**src/rtl/alu_arbiter.sv**
```systemverilog
// Two-port round-robin arbiter in front of a shared multi-cycle ALU.
// It accepts one request at a time, launches it, waits for the result or a timeout, and holds the response until the consumer accepts it.
module alu_arbiter #(
   parameter int unsigned DW  = 32,
   parameter int unsigned TMO = 15
) (
   input  logic          clk,
   input  logic          rst,
   input  logic          req0_valid,
   output logic          req0_ready,
   input  logic [DW-1:0] req0_op1,
   input  logic [DW-1:0] req0_op2,
   input  logic [4:0]    req0_aluop,
   input  logic          req1_valid,
   output logic          req1_ready,
   input  logic [DW-1:0] req1_op1,
   input  logic [DW-1:0] req1_op2,
   input  logic [4:0]    req1_aluop,
   output logic [DW-1:0] alu_op1,
   output logic [DW-1:0] alu_op2,
   output logic [4:0]    alu_aluop,
   output logic          alu_start,
   input  logic          alu_done,
   input  logic [DW-1:0] alu_result,
   output logic          rsp0_valid,
   input  logic          rsp0_ready,
   output logic          rsp1_valid,
   input  logic          rsp1_ready,
   output logic [DW-1:0] rsp_data,
   output logic          rsp_err,
   output logic          busy,
   output logic          grant_id
);

   localparam int unsigned CW = 4;

   typedef enum logic [1:0] {S_IDLE, S_ISSUE, S_WAIT, S_RESP} state_t;

   state_t          r_state;
   state_t          w_next;
   logic            r_last_grant;
   logic            r_grant_id;
   logic [CW-1:0]   r_cnt;
   logic [DW-1:0]   r_op1;
   logic [DW-1:0]   r_op2;
   logic [4:0]      r_aluop;
   logic [DW-1:0]   r_rsp_data;
   logic            r_rsp_err;
   logic            w_sel;
   logic            w_accept;
   logic            w_timeout;
   logic            w_rsp_ready;

   // Round-robin pick: a lone requester wins; on contention the port not granted last time wins.
   assign w_sel       = (req0_valid & req1_valid) ? ~r_last_grant : req1_valid;
   assign w_accept    = req0_ready | req1_ready;
   assign w_timeout   = (r_cnt == CW'(TMO - 1)) & ~alu_done;
   assign w_rsp_ready = r_grant_id ? rsp1_ready : rsp0_ready;

   always_ff @(posedge clk or negedge rst) begin
      if (!rst) r_state <= S_IDLE;
      else      r_state <= w_next;
   end

   always_comb begin
      w_next     = r_state;
      req0_ready = 1'b0;
      req1_ready = 1'b0;
      case (r_state)
         S_IDLE: begin
            req0_ready = req0_valid & ~w_sel;
            req1_ready = req1_valid & w_sel;
            if (req0_valid | req1_valid) w_next = S_ISSUE;
         end
         S_ISSUE: w_next = S_WAIT;
         S_WAIT:  if (alu_done | w_timeout) w_next = S_RESP;
         S_RESP:  if (w_rsp_ready) w_next = S_IDLE;
         default: w_next = S_IDLE;
      endcase
   end

   // Request capture, timeout counting and response registration.
   always_ff @(posedge clk or negedge rst) begin
      if (!rst) begin
         r_last_grant <= 1'b1;
         r_grant_id   <= 1'b0;
         r_cnt        <= '0;
         r_op1        <= '0;
         r_op2        <= '0;
         r_aluop      <= '0;
         r_rsp_data   <= '0;
         r_rsp_err    <= 1'b0;
      end else begin
         if (w_accept) begin
            r_op1        <= w_sel ? req1_op1 : req0_op1;
            r_op2        <= w_sel ? req1_op2 : req0_op2;
            r_aluop      <= w_sel ? req1_aluop : req0_aluop;
            r_grant_id   <= w_sel;
            r_last_grant <= w_sel;
         end
         if (r_state == S_ISSUE) r_cnt <= '0;
         if (r_state == S_WAIT) begin
            if (alu_done) begin
               r_rsp_data <= alu_result;
               r_rsp_err  <= 1'b0;
            end else if (w_timeout) begin
               r_rsp_data <= '0;
               r_rsp_err  <= 1'b1;
            end else begin
               r_cnt <= r_cnt + CW'(1);
            end
         end
      end
   end

   assign alu_op1    = r_op1;
   assign alu_op2    = r_op2;
   assign alu_aluop  = r_aluop;
   assign alu_start  = (r_state == S_ISSUE);
   assign busy       = (r_state != S_IDLE);
   assign grant_id   = r_grant_id;
   assign rsp0_valid = (r_state == S_RESP) & ~r_grant_id;
   assign rsp1_valid = (r_state == S_RESP) & r_grant_id;
   assign rsp_data   = r_rsp_data;
   assign rsp_err    = r_rsp_err;

endmodule
```
**config.mk**
```make
export PLATFORM = sky130hd
export DESIGN_NAME = alu_arbiter
export DESIGN_NICKNAME = d
export VERILOG_FILES = /design/src/rtl/alu_arbiter.sv
export SDC_FILE = /design/constraint.sdc
export NUM_CORES = 1
export LEC_CHECK = 0
export BUFFER_PORTS_ARGS = -buffer_cell sky130_fd_sc_hd__buf_2
export CORE_MARGIN = 2
export CORE_UTILIZATION = 44
export CTS_CLUSTER_DIAMETER = 50
export DETAILED_ROUTE_END_ITERATION = 12
export MAX_ROUTING_LAYER = met4
export PLACE_DENSITY = 0.79
export SLEW_MARGIN = 20
export SYNTH_ARGS = -nofsm -noshare
export SYNTH_HDL_FRONTEND = slang
export SYNTH_SLANG_ARGS = --single-unit
```
**constraint.sdc**
```tcl
create_clock -name clk -period 2.3 [get_ports clk]
set_clock_uncertainty 0.1 [all_clocks]
set_input_delay 0 -clock clk [delete_from_list [all_inputs] [get_ports clk]]
set_output_delay 0 -clock clk [all_outputs]
set_load 0.03 [all_outputs]
```
==> results.toml, run 1 <==
[floorplanning]
die_y_um = 110.2
num_rows = 38
fp.dieW_um = 110.2
pin_count = 286
initial_utilization_pct = 45.39

[synthesis]
yosysTopAreaCell = "dfrtp_1"
ys_ff_latch = 110
yosys_warnings = 0
synthCells = 435
netlist_area_sq_um = 4964
synth_top_area_share_pct = 54.95
ys_top_cells_by_area = "dfrtp_1 55%, mux2i_1 14%, o21ai_1 7.3%"
syn_nets = 618
ys_types = 33
yosysSeqAreaShare_pct = 55.48
avgSynthCellArea_sq_um = 11.41

[clock_network]
htreeDepth = 3
cts_buffer_depth = 2
cts_resized = 0
cts_hold_buf = 171
cts_buffers = 9
clock_sinks = 110
cts_root_buffer = "clkbuf_16"
cts_setup_buffers = 0

[run_status]
toolErrorMsg = "[ERROR RSZ-0060] Max buffer count reached."
run_status = "aborted with a tool error"
haltStage = "clock tree synthesis"

[placement]
place.gp.congestion = 0.8534
portBuffers = 285
hpwl_um = 9810
-- cell families after synthesis --
logic type	share of synthesized area [%]
AO/OA/AOI/OAI	15.68
flip-flops	55.48
AND/OR/NAND/NOR	7.285
multiplexers	14.12
buffers and inverters	5.923
adder cells (fa/ha/maj)	1.512
-- cell usage after synthesis --
library cell,instances
dfrtp_1,109
o21ai_1,72
nand2_1,71
mux2i_1,70
a22o_1,33
clkbuf_1,12
buf_2,9
buf_12,7
ha_1,6
inv_1,6
and2_1,4
nor2b_1,4
nand3_1,3
nor2_1,3
o211ai_1,3
a211oi_1,2
a21o_1,2
a31oi_1,2
buf_4,2
buf_6,2
a21boi_2,1
a21oi_1,1
a31o_2,1
a32oi_1,1
a41oi_1,1
dfstp_2,1
inv_2,1
nand4_1,1
nor3_1,1
o21ai_0,1
o21ai_2,1
o31ai_1,1
or4_1,1
-- per-stage QoR --
stage | hold WS [ns] | util [%] | std cells | cell area (sq um) | setup slack, ns
2_1_floorplan | -0.3956 | - | 435 | 4964 | 0.6392
3_5_place_dp | -0.1131 | 58.68 | 835 | 6417 | 0.4383
3_3_place_gp | -0.1206 | 58.68 | 835 | 6417 | 0.5202
==> inputs of run 2 (changes only) <==
--- a/config.mk
+++ b/config.mk
@@ -7,11 +7,9 @@
 export LEC_CHECK = 0
 export BUFFER_PORTS_ARGS = -buffer_cell sky130_fd_sc_hd__buf_2
 export CORE_MARGIN = 2
-export CORE_UTILIZATION = 44
-export CTS_CLUSTER_DIAMETER = 50
+export CORE_UTILIZATION = 40
 export DETAILED_ROUTE_END_ITERATION = 12
-export MAX_ROUTING_LAYER = met4
-export PLACE_DENSITY = 0.79
+export PLACE_DENSITY_LB_ADDON = 0.15
 export SLEW_MARGIN = 20
 export SYNTH_ARGS = -nofsm -noshare
 export SYNTH_HDL_FRONTEND = slang
==> run 2 against run 1 <==
Against the previous run: the flow now finishes without violations; synthesized cell count stayed put; area after synthesis stayed put.
==> results.toml, run 2 <==
[run_status]
run_status = "finished clean"

[synthesis]
ys_ff_latch = 110
synth_edf_count = 0
synth_common_cells = "109 x dfrtp_1, 72 x o21ai_1, 71 x nand2_1"
yosysTopAreaCell = "dfrtp_1"
synth-main-ff-cell = "dfrtp_1"
netlist_area_sq_um = 4964
avgSynthCellArea_sq_um = 11.41
yosysMostFrequentCell = "dfrtp_1"
ys_top_cells_by_area = "dfrtp_1 55%, mux2i_1 14%, o21ai_1 7.3%"
synth_top_area_share_pct = 54.95
yosysSeqAreaShare_pct = 55.48
ys_types = 33
synthArstFlopShare_pct = 100.0
syn_nets = 618
yosys_warnings = 0
synthCells = 435

[run]
maxCapViolCount = 0

[critical_path]
slowest_delay_ns = 0.61
cp-end-kind = "flop"
crit_top_cell = "buf_12"
path_class = "reg2reg"
critPathArrivalTime_ns = 2.22
crit_path_start_kind = "flop"
worstPathRequired_ns = 2.42
path_cells = "a21boi_4, buf_12, buf_12, mux2i_1, dlygate4sd3_1, o21ai_1"
critPathSlowestCell = "dlygate4sd3_1"
crit_fanout = 24

[routing]
drt_wl_total_um = 16700
vias = 5134
drc = 0
drt_iter0_markers = 255
routed_via_density = 4.839
dr.pass1.iters = 4
ant_nets = 0
wl_per_cell_um = 15.74

[sta]
fin_crit_ns = 2.104
maxSlewViolCount = 0
finalCritPeriodShare_pct = 91.46
relSlewSlack_pct = 53.47
tightest_slew_ns = 0.6979
rsz0062_at_grt = "no"
fin_tns_setup_ns = 0
hold_viol = 0
setup_viol = 0
max_freq_ghz = 0.4754

[finish]
nNetsFinal = 1070
stdcell_count = 1061
drive_gt1_share_pct = 35.80
multi_input_area_sq_um = 1931
nFillCells = 861
syn_to_final_growth_pct = 72.78
layout_commonest_cell = "buf_2"
seqCellArea_sq_um = 2754
final_cell_mix = "284 x buf_2, 174 x dlygate4sd3_1, 109 x dfrtp_1"
utilization_pct = 71.10

[power]
total_power_uw = 10570
power.density_nw_per_um2 = 1232
ir_drop_v = 0.0006622
p_leak_uw = 0.004413

[global_route]
grt_pass1_vias = 5312
grt_max_degree = 89
grt_pass1_wl_um = 25490
grt_overflow = 0
antenna_found_initial = 0
grt_usage_pct = 24.82

[clock_network]
clk_pin_slew_ns = 0.07
cts_buffers = 9
htreeDepth = 3
clock_sinks = 110
cts_resized = 0
clk-insertion-delay-late_ns = 0.35
cts_root_buffer = "clkbuf_16"
cts_tree = "done"
cts_buffer_depth = 2

[floorplanning]
core-area_sq_um = 12060
pin_count = 286
die-area_sq_um = 13320
initial_utilization_pct = 41.15
num_rows = 40
fp.dieW_um = 115.4
die_y_um = 115.4

[placement]
portBuffers = 285
hpwl_um = 10420
post-place-cells = 868
place.gp.congestion = 0.8092

[worst_hold_path]
min_path_type = "in2reg"
[run 2: cell counts after synthesis]
Identical to the previous run, type by type.
[run 2: logic make-up after synthesis]
kind of cell	share of synthesized area (%)
muxes	14.12
adders and majority gates	1.512
buffers and inverters	5.923
and+or+nand+nor	7.285
DFF	55.48
AOI/OAI and AO/OA	15.68
[run 2: what timing repair did]
item | 4_1_cts | 5_1_grt
setup buffers | 0 | 2
endpoints found under the hold margin | 158 | 0
setup endpoints to repair | 0 | 1
hold buffers | 174 | 0
[run 2: final cells by class]
type / instances / share of cell area (%)
clock buffers: 9 / 2.626
well taps: 168 / 2.451
clock inverters: 6 / 1.007
inverters: 7 / 0.3064
flip-flops and latches: 110 / 32.11
repair buffers: 473 / 38.93
diodes: 2 / 0.05836
multi-input cells: 286 / 22.51
[run 2: final timing paths]
kind,cells after the start,slack [ns],start,endpoint
setup / recovery,6,0.20,r_last_grant,alu_aluop[3]
hold / removal,4,0.04,req1_valid,r_state[1]
setup reg to reg,6,0.20,r_last_grant,alu_aluop[3]
hold reg to reg,2,0.38,alu_op2[11],alu_op2[11]
max in group asynchronous,3,1.24,rst,alu_op2[14]
min in group asynchronous,2,0.13,rst,rsp_data[23]
[run 2: power by group]
part | switching (uW) | leakage [uW] | internal, uW
sequential | 515 | 0.00137 | 2850
clock | 704 | 0.000152 | 949
combinational | 3580 | 0.00289 | 1960
total | 4800 | 0.00441 | 5770
[run 2: stage by stage]
step | setup slack [ns] | cell area (sq um) | hold slack, ns
2_1_floorplan | 0.6392 | 4964 | -0.3956
3_3_place_gp | 0.5848 | 6490 | -0.01344
3_5_place_dp | 0.5272 | 6490 | -0.01039
4_1_cts | 0.1194 | 8543 | 0.02134
5_1_grt | 0.1361 | 8571 | 0.06046
6_report | 0.1964 | 8576 | 0.03609
[run 2: per-layer routing]
layer | wire [um] | vias to the layer above | share of wire, % | global-route usage (%)
li1 | - | 2444 | - | -
met1 | 6327 | 2406 | 38 | 26.62
met2 | 8547 | 215 | 51 | 44.29
met3 | 951 | 69 | 5.7 | 4.850
met4 | 877 | 0 | 5.3 | 16.31
met5 | 0 | - | 0 | 0
[run 2: worst max-delay path: cells and delay by family (launching register included)]
kind / cells / cell delay [ns]
compound gates: 2 / 0.22
mux: 1 / 0.29
buf+inv: 3 / 0.95
flops: 1 / 0.39
No activity file was read; power rests on OpenSTA's default activity.
